$ cat src/rtl/eigenportfolio_if.sv
// Request/result bundle for the eigenportfolio block: matrices in, normalized weights out.
interface eigenportfolio_if;
    logic                         start;
    logic signed [2:0][2:0][15:0] eigenvalues;
    logic signed [2:0][2:0][15:0] eigenvectors;
    logic                         done;
    logic signed [2:0][15:0]      portfolio;

    modport master (output start, eigenvalues, eigenvectors, input done, portfolio);
    modport slave  (input start, eigenvalues, eigenvectors, output done, portfolio);
endinterface

$ cat src/rtl/eigenportfolio.sv
// Picks the eigenvector of the middle eigenvalue and normalizes it so its components sum to one,
// using three parallel restoring dividers (Q8.8 in, Q8.8 out with 7 significant fractional bits).
module eigenportfolio (
    input  logic            clk,
    input  logic            rst,
    eigenportfolio_if.slave bus
);
    typedef enum logic [1:0] {IDLE, SELECT, DIVIDE, FINISH} state_t;

    state_t                  state_reg;
    logic signed [15:0]      diag_reg     [3];
    logic signed [15:0]      vec_reg      [3][3];
    logic [22:0]             dividend_reg [3];
    logic [22:0]             quot_reg     [3];
    logic [16:0]             rem_reg      [3];
    logic [16:0]             divisor_reg;
    logic [2:0]              neg_reg;
    logic                    sum_zero_reg;
    logic [4:0]              count_reg;
    logic                    done_reg;
    logic signed [2:0][15:0] port_reg;

    logic [1:0]              above_cnt   [3];
    logic [1:0]              sel_col;
    logic signed [15:0]      vsel        [3];
    logic [15:0]             abs_v       [3];
    logic signed [17:0]      sum_s;
    logic [16:0]             abs_sum;
    logic                    fits        [3];
    logic [16:0]             rem_next    [3];
    logic signed [15:0]      result_word [3];

    // Strict total order: larger value first, equal values broken by lower index first.
    function automatic logic ranks_above(input logic signed [15:0] a, input logic signed [15:0] b,
                                         input int ia, input int ib);
        return (ia != ib) && ((a > b) || ((a == b) && (ia < ib)));
    endfunction

    genvar gi;
    generate
        for (gi = 0; gi < 3; gi++) begin : g_rank
            assign above_cnt[gi] = 2'(ranks_above(diag_reg[0], diag_reg[gi], 0, gi))
                                 + 2'(ranks_above(diag_reg[1], diag_reg[gi], 1, gi))
                                 + 2'(ranks_above(diag_reg[2], diag_reg[gi], 2, gi));
        end
    endgenerate

    always_comb begin
        sel_col = 2'd0;
        if (above_cnt[1] == 2'd1)
            sel_col = 2'd1;
        else if (above_cnt[2] == 2'd1)
            sel_col = 2'd2;
    end

    generate
        for (gi = 0; gi < 3; gi++) begin : g_lane
            logic [17:0] rem_shift;
            logic [23:0] mag_full;
            logic [15:0] mag_sat;

            assign vsel[gi]  = vec_reg[gi][sel_col];
            assign abs_v[gi] = vsel[gi][15] ? 16'(-vsel[gi]) : 16'(vsel[gi]);

            // One restoring-division step: shift in the next dividend bit, subtract if it fits.
            assign rem_shift    = {rem_reg[gi], dividend_reg[gi][22]};
            assign fits[gi]     = (rem_shift >= {1'b0, divisor_reg});
            assign rem_next[gi] = fits[gi] ? 17'(rem_shift - {1'b0, divisor_reg}) : rem_shift[16:0];

            assign mag_full = {quot_reg[gi], 1'b0};
            assign mag_sat  = (mag_full > 24'h007FFE) ? 16'h7FFE : mag_full[15:0];
            assign result_word[gi] = sum_zero_reg ? 16'sd0
                                   : (neg_reg[gi] ? -$signed(mag_sat) : $signed(mag_sat));
        end
    endgenerate

    assign sum_s   = 18'(vsel[0]) + 18'(vsel[1]) + 18'(vsel[2]);
    assign abs_sum = sum_s[17] ? 17'(-sum_s) : sum_s[16:0];

    always_ff @(posedge clk or posedge rst) begin
        if (rst) begin
            state_reg    <= IDLE;
            done_reg     <= 1'b0;
            port_reg     <= '0;
            divisor_reg  <= '0;
            neg_reg      <= '0;
            sum_zero_reg <= 1'b0;
            count_reg    <= '0;
            for (int i = 0; i < 3; i++) begin
                diag_reg[i]     <= '0;
                dividend_reg[i] <= '0;
                quot_reg[i]     <= '0;
                rem_reg[i]      <= '0;
                for (int j = 0; j < 3; j++)
                    vec_reg[i][j] <= '0;
            end
        end else begin
            case (state_reg)
                IDLE: begin
                    if (bus.start) begin
                        for (int i = 0; i < 3; i++) begin
                            diag_reg[i] <= $signed(bus.eigenvalues[i][i]);
                            for (int j = 0; j < 3; j++)
                                vec_reg[i][j] <= $signed(bus.eigenvectors[i][j]);
                        end
                        done_reg  <= 1'b0;
                        state_reg <= SELECT;
                    end
                end
                SELECT: begin
                    divisor_reg  <= abs_sum;
                    sum_zero_reg <= (sum_s == 18'sd0);
                    count_reg    <= '0;
                    for (int i = 0; i < 3; i++) begin
                        dividend_reg[i] <= {abs_v[i], 7'b0};
                        quot_reg[i]     <= '0;
                        rem_reg[i]      <= '0;
                        neg_reg[i]      <= vsel[i][15] ^ sum_s[17];
                    end
                    state_reg <= DIVIDE;
                end
                DIVIDE: begin
                    for (int i = 0; i < 3; i++) begin
                        dividend_reg[i] <= {dividend_reg[i][21:0], 1'b0};
                        quot_reg[i]     <= {quot_reg[i][21:0], fits[i]};
                        rem_reg[i]      <= rem_next[i];
                    end
                    count_reg <= count_reg + 5'd1;
                    if (count_reg == 5'd22)
                        state_reg <= FINISH;
                end
                FINISH: begin
                    for (int i = 0; i < 3; i++)
                        port_reg[i] <= result_word[i];
                    done_reg  <= 1'b1;
                    state_reg <= IDLE;
                end
                default: state_reg <= IDLE;
            endcase
        end
    end

    assign bus.done      = done_reg;
    assign bus.portfolio = port_reg;
endmodule

$ cat src/flat_wrapper.sv
// flat-port wrapper written by rule: the top's interface ports become plain ports
module eigenportfolio_flat 
  (clk, rst, bus_start, bus_eigenvalues, bus_eigenvectors, bus_done, bus_portfolio);
  eigenportfolio_if bus_i ();
  input  logic clk;
  input  logic rst;
  input wire logic [$bits(bus_i.start)-1:0] bus_start;
  input wire logic [$bits(bus_i.eigenvalues)-1:0] bus_eigenvalues;
  input wire logic [$bits(bus_i.eigenvectors)-1:0] bus_eigenvectors;
  output wire logic [$bits(bus_i.done)-1:0] bus_done;
  output wire logic [$bits(bus_i.portfolio)-1:0] bus_portfolio;
  assign bus_i.start = bus_start;
  assign bus_i.eigenvalues = bus_eigenvalues;
  assign bus_i.eigenvectors = bus_eigenvectors;
  assign bus_done = bus_i.done;
  assign bus_portfolio = bus_i.portfolio;
  eigenportfolio u_core (.clk(clk), .rst(rst), .bus(bus_i));
endmodule
$ cat config.mk
export PLATFORM = sky130hd
export DESIGN_NAME = eigenportfolio_flat
export DESIGN_NICKNAME = d
export VERILOG_FILES = /design/src/rtl/eigenportfolio_if.sv /design/src/rtl/eigenportfolio.sv /design/src/flat_wrapper.sv
export SDC_FILE = /design/constraint.sdc
export NUM_CORES = 1
export LEC_CHECK = 0
export CAP_MARGIN = 20
export CORE_AREA = 3 3 183 318
export CTS_BUF_LIST = sky130_fd_sc_hd__clkbuf_4 sky130_fd_sc_hd__clkbuf_8
export CTS_CLUSTER_SIZE = 30
export DETAILED_ROUTE_END_ITERATION = 12
export DIE_AREA = 0 0 186 321
export PLACE_DENSITY = 0.65
export SLEW_MARGIN = 5
export SYNTH_ARGS = -nofsm -noshare
export SYNTH_HDL_FRONTEND = slang
export SYNTH_SLANG_ARGS = --single-unit
$ cat constraint.sdc
create_clock -name clk -period 17.4 [get_ports clk]
set_clock_uncertainty 0.15 [all_clocks]
set_input_delay 2.61 -clock clk [delete_from_list [all_inputs] [get_ports clk]]
set_output_delay 2.61 -clock clk [all_outputs]
set_load 0.02 [all_outputs]
==> results of run 1 <==
[worst max path at each step]
stage | startpoint | endpoint | slack [ns]
5_1_grt | u_core.diag_reg[26]$_DFFE_PP0P_ | u_core.divisor_reg[16]$_DFFE_PP0N_ | 9.08
3_5_place_dp | u_core.diag_reg[26]$_DFFE_PP0P_ | u_core.divisor_reg[16]$_DFFE_PP0N_ | 9.52
6_report | u_core.diag_reg[25]$_DFFE_PP0P_ | u_core.divisor_reg[16]$_DFFE_PP0N_ | 9.53
2_1_floorplan | rst | u_core.bus.done$_DFFE_PP0P_ | 2.55
4_1_cts | u_core.diag_reg[25]$_DFFE_PP0P_ | u_core.divisor_reg[16]$_DFFE_PP0N_ | 9.50
3_3_place_gp | u_core.diag_reg[27]$_DFFE_PP0P_ | u_core.divisor_reg[16]$_DFFE_PP0N_ | 9.53
[worst reg2reg max path, stage by stage (launching register included)]
cell	delay, ns
dfrtp_1	0.36
inv_1	0.07
ha_1	0.30
nand4_1	0.19
nor4_2	0.38
a21bo_1	0.26
and4_4	0.19
a211o_4	0.38
and2_4	0.21
mux2i_4	0.34
buf_4	0.54
o221ai_1	0.45
inv_1	0.26
fa_1	0.45
ha_1	0.24
fa_1	0.41
a21o_1	0.18
a21oi_1	0.22
o21bai_1	0.12
a31o_2	0.27
a221oi_1	0.42
xnor2_1	0.20
or3_1	0.36
nor3_1	0.23
nor3b_1	0.28
nor2_1	0.08
xnor2_1	0.15
a21oi_1	0.08
[kinds of logic (layout without fill, tap and decap cells)]
group                      count (synthesis)  in the layout  synth area share, %
AOI/OAI and AO/OA                        623            623                 18.0
other                                      1              6               0.0150
DFF                                      434            434                 43.4
xor gates and xnor gates                 124            124                 4.34
muxes                                    231            231                 10.5
adders and majority gates                148            148                 8.01
and+or+nand+nor                          537            537                 10.5
buffers and inverters                    331            595                 5.27
[metal layers]
layer  vias up  global-route usage, %
met2       518                   41.5
met3       176                   5.44
met5         -                      0
li1       9098                      -
met1      9357                   22.8
met4         0                   11.3
[final cells by class]
type	count	share of cell area (%)
well taps	696	2.95
multi-input cells	1666	43.6
flip-flops and latches	434	36.8
inverters	206	2.65
clock inverters	12	0.474
diodes	3	0.0254
repair buffers	268	8.91
clock buffers	109	4.61
[metrics by stage]
step,instances,utilization (%),hold WS (ns),worst slack [ns],instance area (um2)
3_3_place_gp,3269,50.4,0.312,9.53,28000
6_report,3394,53.1,0.332,9.53,29600
3_5_place_dp,3270,50.4,0.318,9.52,28000
2_1_floorplan,2431,-,0.301,2.55,25000
4_1_cts,3391,53.1,0.331,9.50,29500
5_1_grt,3392,53.1,0.348,9.08,29500
[cell usage after synthesis, drive strengths merged, types with 25 or more instances]
cell	count
buf	28
o2bb2ai	79
ha	128
xor2	42
nor3	25
o21ai	111
inv	206
a21oi	135
a21o	30
nand4	28
o22ai	52
mux2	213
nand3	46
o221ai	26
nor2	148
nand2	174
clkbuf	97
xnor2	82
nand2b	42
dfrtp	434
o31ai	25
==> metrics.md, run 1 <==
| Metric | Value |
|---|---|
| Syn. warnings | `0` |
| Most common library cell in the layout ignoring fill and taps | `dfrtp_1` |
| WL met1 | `23,300 um` |
| Vertical die dimension | `321 um` |
| Reg2Reg Launch Point | `u_core.diag_reg[25]$_DFFE_PP0P_` |
| Number of fill cells | `4,970` |
| CP required | `17.79 ns` |
| Commonest non-fill, non-tap cells in the layout | `dfrtp_1, clkdlybuf4s50_1, mux2_2, inv_1, nand2_1` |
| Outcome | `completed` |
| Post-synthesis instance total | `2,429` |
| Routed wire length on met3 | `3840 um` |
| Worst R2R End | `u_core.divisor_reg[16]$_DFFE_PP0N_` |
| Total negative slack for setup checks | `0 ns` |
| Most used flip-flop cell after synthesis | `dfrtp_1` |
| Source-to-sink clock delay at the later pin of the worst-skew pair | `0.68 ns` |
| First-pass GRT wire length | `106,000 um` |
| H-tree depth | `3` |
| Root buffer cell | `clkbuf_8` |
| Top sig layer | `met4` |
| Vias per inst | `5.64` |
| Share of final-layout standard cells stronger than drive strength 1 | `16.6%` |
| Endpoint of the worst hold path | `u_core.dividend_reg[12]$_DFFE_PP0P_` |
| Number of nets in the finished design | `3,086` |
| Routed length per placed instance | `19.4 um` |
| Worst Path Arrival | `8.26 ns` |
| Flip-flop and latch area | `10,900 um2` |
| Sequential-to-total area share from yosys stat | `43.4%` |
| Starting density of the core | `44.9%` |
| Global-route usage over all layers | `22.3%` |
| Max Cap Violations | `0` |
| Average instance area after synthesis | `10.3 um2` |
| Row count | `114` |
| CTS tree | `done` |
| Total number of cells along the worst setup path | `27` |
| Clock transition at the register clock pins on the worst setup and hold paths after CTS | `0.06 ns` |
| Remaining antenna violation count | `0` |
| Core Region | `55,600 um2` |
| Number of clock buffers inserted by TritonCTS | `71` |
| Min Tclk post-route | `7.87 ns` |
| Peak Freq | `127 MHz` |
| Distinct cells, synth | `89` |
| Total of flip-flops plus latches after synthesis | `434` |
| Slew headroom | `31.2%` |
| Number of enable flip-flop cells after synthesis | `0` |
| Synthesis-to-layout area growth | `18.2%` |
| Iteration-0 DRC Markers | `926` |
| Hold Fails Final Rpt | `0` |
| Startpoint type of the worst setup path | `register` |
| Kind of critical path | `register to register` |
| Detailed-routing iteration count for the pre-antenna-repair pass | `6` |
| Post-synth design cell area | `25,000 um2` |
| Hold crit path type | `register to register` |
| Worst setup slack for register-to-register paths | `9.53 ns` |
| Hold buffer count at CTS | `0` |
| Share of async-settable or async-resettable flops after synthesis | `100%` |
| Slowest library cell on the worst path | `buf_4` |
| Antenna violations before repair | `3` |
| Depth of the worst register-to-register path | `27` |
| Area share of the leading cell type in the synthesized netlist | `43.4%` |
| Number of placed I/O pins | `340` |
| CP top delay family | `compound AO/OA/AOI/OAI gates` |
| Maximum number of pins on one net before global-route repair | `118` |
| Highest net fanout along the worst path | `33` |
| Final critical-path share of the clock period | `45.2%` |
| Kind of capture point of the worst setup path | `register` |
| Sinks on the clock net | `434` |
| Detailed-route via count | `19,100` |
| Post-detailed-placement half-perimeter wirelength | `48,200 um` |
| Routed wl met2 | `35,200 um` |
| Worst path max stage delay | `0.54 ns` |
| Residual overflow from global routing | `0` |
| Cell type contributing the most total cell area after synthesis | `dfrtp_1` |
| Largest cells by area after synthesis | `dfrtp_1, mux2_2, ha_1` |
| Number of pins exceeding their max-slew limit in the final report | `0` |
| Post-CTS setup buffer count | `0` |
| Die Width | `186 um` |
| Area of the die | `59,700 um2` |
| Slew of the pin with the lowest slew margin | `1.03 ns` |
| Placer Congestion | `0.881` |
| Final wirelength | `65,900 um` |
| Count of input and output buffers | `240` |
| Via count of the first global-routing pass | `20,100` |
| Flip-flop count of the largest register, all copies and words added | `144` |
| Post-cts resize count | `0` |
| Endpoints failing setup | `0` |
| Bufs on Longest Clock Path | `3` |
| Area taken by multi-input logic gates | `12,900 um2` |
| DRC violation count after routing | `0` |
| Unrepaired setup endpoints after global routing | `false` |
| Min-delay src | `u_core.dividend_reg[12]$_DFFE_PP0P_` |
| CP Buf/Inv Count | `3` |
| Hold Path Depth | `1` |
Power of run 1 is left out: the tool's default activity adds up to more than one toggle a clock period on the data nets, which glitch-free logic cannot reach.
==> run 2: changes to the inputs <==
Settings changed: PLACE_DENSITY 0.65 to 0.67.
Clock period 17.4 ns to 6.4 ns, I/O delays scaled along.
==> run 2 against run 1 <==
Compared with the run above:
- the flow now finishes with violations (setup timing)
- design area is 7.6% higher
- clock-buffer cell count is 7 lower
- via count is 4.4% higher
- global-route usage is 1.2 points higher
- core utilization is 4.1 points higher
- first-iteration DRC count is 8.6% higher
==> metrics.md, run 2 (synthesis results as in run 1) <==
| Metric | Value |
|---|---|
| Remaining antenna violation count | `0` |
| Outcome | `finished with violations` |
| Via count of the first global-routing pass | `21,300` |
| Unrepaired setup endpoints after global routing | `true` |
| Residual overflow from global routing | `0` |
| Kind of critical path | `register to register` |
| Instance count after placement with tap cells included | `3,420` |
| DRC violation count after routing | `0` |
| Max Cap Violations | `0` |
| Min Tclk post-route | `6.56 ns` |
| Number of fill cells | `4,696` |
| Hold Path Depth | `1` |
| Final cell count without fillers | `3,567` |
| Total negative slack for setup checks | `-0.657 ns` |
| Failing checks | `setup timing` |
| Endpoints failing setup | `10` |
| Detailed-route via count | `20,000` |
| Row count | `114` |
| Most common library cell in the layout ignoring fill and taps | `dfrtp_1` |
| Most numerous cell on the critical path | `buf_6` |
| Area taken by multi-input logic gates | `13,600 um2` |
| Hold crit path type | `register to register` |
| Final critical-path share of the clock period | `102%` |
| H-tree depth | `3` |
| Worst setup margin | `-0.158 ns` |
| Final wirelength | `70,000 um` |
| Depth of the worst register-to-register path | `31` |
| Placer Congestion | `0.911` |
| Area of the die | `59,700 um2` |
| Slowest library cell on the worst path | `fa_1` |
| Iteration-0 DRC Markers | `1,006` |
| Hold Fails Final Rpt | `0` |
| Vertical die dimension | `321 um` |
| CP required | `6.75 ns` |
| Share of final-layout standard cells stronger than drive strength 1 | `24.5%` |
| Commonest non-fill, non-tap cells in the layout | `dfrtp_1, clkdlybuf4s50_1, mux2_2, inv_1, nand2_1` |
| Area after detailed placement | `29,300 um2` |
| Worst R2R End | `u_core.divisor_reg[4]$_DFFE_PP0N_` |
| Bufs on Longest Clock Path | `3` |
| Source-to-sink clock delay at the later pin of the worst-skew pair | `0.66 ns` |
| Reg2Reg Launch Point | `u_core.diag_reg[11]$_DFFE_PP0P_` |
| Pre-CTS worst setup slack | `-0.562 ns` |
| Startpoint type of the worst setup path | `register` |
| Starting density of the core | `44.9%` |
| Endpoint of the worst hold path | `u_core.dividend_reg[12]$_DFFE_PP0P_` |
| Number of pins exceeding their max-slew limit in the final report | `0` |
| Worst Path Arrival | `6.90 ns` |
| Vias per inst | `5.61` |
| Final design area excluding fillers | `31,800 um2` |
| Post-detailed-placement half-perimeter wirelength | `51,100 um` |
| Global-route usage over all layers | `23.4%` |
| Number of nets in the finished design | `3,256` |
| Sinks on the clock net | `434` |
| Kind of capture point of the worst setup path | `register` |
| Root buffer cell | `clkbuf_8` |
| Slew headroom | `26.0%` |
| Clock transition at the register clock pins on the worst setup and hold paths after CTS | `0.07 ns` |
| Flip-flop and latch area | `10,900 um2` |
| Worst path max stage delay | `0.44 ns` |
| Number of clock buffers inserted by TritonCTS | `69` |
| Flip-flop count of the largest register, all copies and words added | `144` |
| Maximum number of pins on one net before global-route repair | `150` |
| Detailed-routing iteration count for the pre-antenna-repair pass | `5` |
| Peak Freq | `152 MHz` |
| Worst setup slack for register-to-register paths | `-0.16 ns` |
| Highest net fanout along the worst path | `5` |
| Synthesis-to-layout area growth | `27.2%` |
| Number of placed I/O pins | `340` |
| CTS tree | `done` |
| Slew of the pin with the lowest slew margin | `1.11 ns` |
| Count of input and output buffers | `240` |
| Die Width | `186 um` |
| Routed length per placed instance | `19.6 um` |
| Core Region | `55,600 um2` |
| First-pass GRT wire length | `111,000 um` |
| Antenna violations before repair | `1` |
| Min-delay src | `u_core.dividend_reg[12]$_DFFE_PP0P_` |
==> run 2: how the worst max path moves through the flow <==
| stage | from | cells past startpoint | slack [ns] | to |
|---|---|---|---|---|
| after floorplan | rst | 1 | -0.57 | u_core.bus.done$_DFFE_PP0P_ |
| after global placement | u_core.diag_reg[27]$_DFFE_PP0P_ | 28 | -0.47 | u_core.divisor_reg[16]$_DFFE_PP0N_ |
| final | u_core.diag_reg[11]$_DFFE_PP0P_ | 31 | -0.16 | u_core.divisor_reg[4]$_DFFE_PP0N_ |
| after global routing | u_core.diag_reg[11]$_DFFE_PP0P_ | 31 | -0.33 | u_core.divisor_reg[4]$_DFFE_PP0N_ |
| after detailed placement | u_core.diag_reg[11]$_DFFE_PP0P_ | 27 | -0.56 | u_core.divisor_reg[16]$_DFFE_PP0N_ |
| after CTS | u_core.diag_reg[47]$_DFFE_PP0P_ | 31 | -0.03 | u_core.neg_reg[0]$_DFFE_PP0N_ |
==> run 2: critical path, delay by kind of cell (launching register included) <==
kind | cells | cell delay [ns]
and+or+nand+nor | 5 | 1.10
muxes | 1 | 0.28
xor gates and xnor gates | 1 | 0.15
buffers and inverters | 9 | 1.24
adders and majority gates | 4 | 1.28
AOI/OAI and AO/OA | 11 | 1.74
DFF | 1 | 0.43
==> run 2: stage by stage <==
step                      utilization, %  hold WS [ns]
final                               57.2         0.337
after global routing                57.2         0.344
after CTS                           56.4         0.335
after detailed placement            52.6         0.320
after global placement              52.6         0.313
after floorplan                        -         0.301
==> run 2: cell type report <==
type / count / area share (%)
Timing Repair Buffer: 440 / 13.0
Antenna cell: 1 / 0.00787
Tap cell: 696 / 2.74
Clock inverter: 22 / 0.869
Clock buffer: 102 / 4.08
Sequential cell: 434 / 34.2
Multi-Input combinational cell: 1666 / 42.7
Inverter: 206 / 2.45
==> run 2: routing by layer <==
layer | vias to the layer above | GRT usage (%) | wire length [um]
li1 | 9449 | - | -
met1 | 9851 | 23.6 | 24100
met2 | 542 | 44.5 | 38400
met3 | 152 | 4.56 | 3530
met4 | 0 | 12.7 | 3960
met5 | - | 0 | 0
==> run 2: repair_timing <==
item | 4_1_cts | 5_1_grt
pin swaps | 41 | 28
resized for setup | 87 | 63
hold buffers | 0 | 0
setup buffers | 15 | 6
cloned | 2 | 1
endpoints found under the setup margin | 20 | 20
Power of run 2 is left out for the same reason.
==> run 3: changes to the inputs <==
Settings changed: ABC_CLOCK_PERIOD_IN_PS set to 6400, GPL_TIMING_DRIVEN set to 0, RECOVER_POWER set to 50.
==> run 3 against run 2 <==
Compared with the run above:
- register-to-register slack got worse by 0.29 ns
- non-clock buffer count fell by 5
- via count rose by 1.8%
- hold slack got worse by 0.0037 ns
- clock-buffer cell count rose by 6
- the run ends with capacitance limit, slew limit, setup timing left
- core utilization fell by 1.4 points
- global-route usage rose by 3.8 points
- critical path depth fell by 3
- first-iteration DRC count rose by 11%
- fmax fell by 4.2%
- worst setup slack got worse by 0.29 ns
- die area did not move
==> metrics.md, run 3 (synthesis results as in run 1) <==
| Metric | Value |
|---|---|
| CP required | `6.80 ns` |
| Number of fill cells | `4,851` |
| Core Region | `55,600 um2` |
| Commonest non-fill, non-tap cells in the layout | `dfrtp_1, clkdlybuf4s50_1, mux2_2, inv_1, nand2_1` |
| Detailed-routing iteration count for the pre-antenna-repair pass | `7` |
| Startpoint type of the worst setup path | `register` |
| Final critical-path share of the clock period | `107%` |
| Total negative slack for setup checks | `-6.50 ns` |
| Slew of the pin with the lowest slew margin | `2.20 ns` |
| Final cell count without fillers | `3,557` |
| CTS tree | `done` |
| Worst setup margin | `-0.447 ns` |
| Placer Congestion | `0.949` |
| Unrepaired setup endpoints after global routing | `true` |
| Source-to-sink clock delay at the later pin of the worst-skew pair | `0.65 ns` |
| Peak Freq | `146 MHz` |
| Worst setup slack for register-to-register paths | `-0.45 ns` |
| Endpoints failing setup | `20` |
| Global-route usage over all layers | `27.3%` |
| First-pass GRT wire length | `124,000 um` |
| Root buffer cell | `clkbuf_8` |
| Antenna violations before repair | `1` |
| Hold Fails Final Rpt | `0` |
| Worst path max stage delay | `0.44 ns` |
| Slew headroom | `-46.4%` |
| Via count of the first global-routing pass | `21,600` |
| Row count | `114` |
| Routed length per placed instance | `22.9 um` |
| CP Buf/Inv Count | `5` |
| Residual overflow from global routing | `0` |
| Min Tclk post-route | `6.85 ns` |
| Pre-CTS worst setup slack | `-1.92 ns` |
| Kind of capture point of the worst setup path | `register` |
| Max Cap Violations | `6` |
| Worst Path Arrival | `7.25 ns` |
| Detailed-route via count | `20,400` |
| Kind of critical path | `register to register` |
| Most common library cell in the layout ignoring fill and taps | `dfrtp_1` |
| Instance count after placement with tap cells included | `3,379` |
| Final wirelength | `81,600 um` |
| Synthesis-to-layout area growth | `24.2%` |
| Hold crit path type | `register to register` |
| Share of final-layout standard cells stronger than drive strength 1 | `19.7%` |
| H-tree depth | `3` |
| Hold buffer count at CTS | `0` |
| Starting density of the core | `44.9%` |
| Number of pins exceeding their max-slew limit in the final report | `188` |
| Iteration-0 DRC Markers | `1,120` |
| Flip-flop count of the largest register, all copies and words added | `144` |
| Failing checks | `capacitance limit, slew limit, setup timing` |
| DRC violation count after routing | `0` |
| Post-detailed-placement half-perimeter wirelength | `63,300 um` |
| Highest net fanout along the worst path | `4` |
| Remaining antenna violation count | `0` |
| Outcome | `finished with violations` |
| Number of nets in the finished design | `3,250` |
| Vias per inst | `5.72` |
| Vertical die dimension | `321 um` |
| Count of input and output buffers | `240` |
| Die Width | `186 um` |
| CP top delay family | `compound AO/OA/AOI/OAI gates` |
| Slowest library cell on the worst path | `dfrtp_2` |
| Sinks on the clock net | `434` |
| Number of clock buffers inserted by TritonCTS | `68` |
| Clock transition at the register clock pins on the worst setup and hold paths after CTS | `0.07 ns` |
| Maximum number of pins on one net before global-route repair | `42` |
| Fin util | `55.8%` |
| Area of the die | `59,700 um2` |
| Bufs on Longest Clock Path | `3` |
| Number of placed I/O pins | `340` |
==> run 3: cell types whose count changed in the layout (fill, tap and decap cells not counted), moves of 6 or more <==
cell,before,now
buf_4,167,58
clkbuf_1,0,100
buf_6,18,4
buf_1,0,11
nor2_4,10,3
clkbuf_8,85,91
nor2_1,134,140
==> run 3: worst paths after layout <==
kind	from	endpoint	cells after the start
worst min register to register	u_core.dividend_reg[33]$_DFFE_PP0P_	u_core.dividend_reg[33]$_DFFE_PP0P_	1
max in group asynchronous	rst	u_core.bus.portfolio[3]$_DFFE_PP0P_	7
worst max-delay path	u_core.diag_reg[15]$_DFFE_PP0P_	u_core.sum_zero_reg$_DFFE_PP0N_	28
worst max register to register	u_core.diag_reg[15]$_DFFE_PP0P_	u_core.sum_zero_reg$_DFFE_PP0N_	28
min in group asynchronous	rst	u_core.vec_reg[128]$_DFFE_PP0P_	2
worst min-delay path	u_core.dividend_reg[33]$_DFFE_PP0P_	u_core.dividend_reg[33]$_DFFE_PP0P_	1
==> run 3: timing repair <==
action	in CTS	in global routing
gates resized for setup	101	37
cloned	2	1
setup endpoints to repair	20	20
setup buffers	36	20
pin swaps	32	17
==> run 3: routing by layer <==
metal | vias up | part of all wire, % | global-route usage [%]
met3 | 250 | 5.1 | 5.10
li1 | 9433 | - | -
met5 | - | 0 | 0
met1 | 9981 | 32 | 26.0
met4 | 0 | 8.3 | 18.8
met2 | 695 | 54 | 51.5
==> run 3: cell type report <==
type	count	area, um2	area share [%]
Buffer	125	663	2.14
Antenna cell	1	2.50	0.00806
Inverter	206	774	2.50
Timing Repair Buffer	310	2990	9.62
Multi-Input combinational cell	1666	13400	43.2
Clock buffer	108	1370	4.41
Clock inverter	11	93.8	0.302
Sequential cell	434	10900	35.0
Tap cell	696	871	2.81
==> run 3: through the flow <==
step / hold slack [ns] / cell area, um2
global route: 0.358 / 31000
detailed placement: 0.318 / 28500
CTS: 0.340 / 30800
finish: 0.333 / 31000
global placement: 0.311 / 28300
floorplan: 0.301 / 25000
Power of run 3 is left out for the same reason.
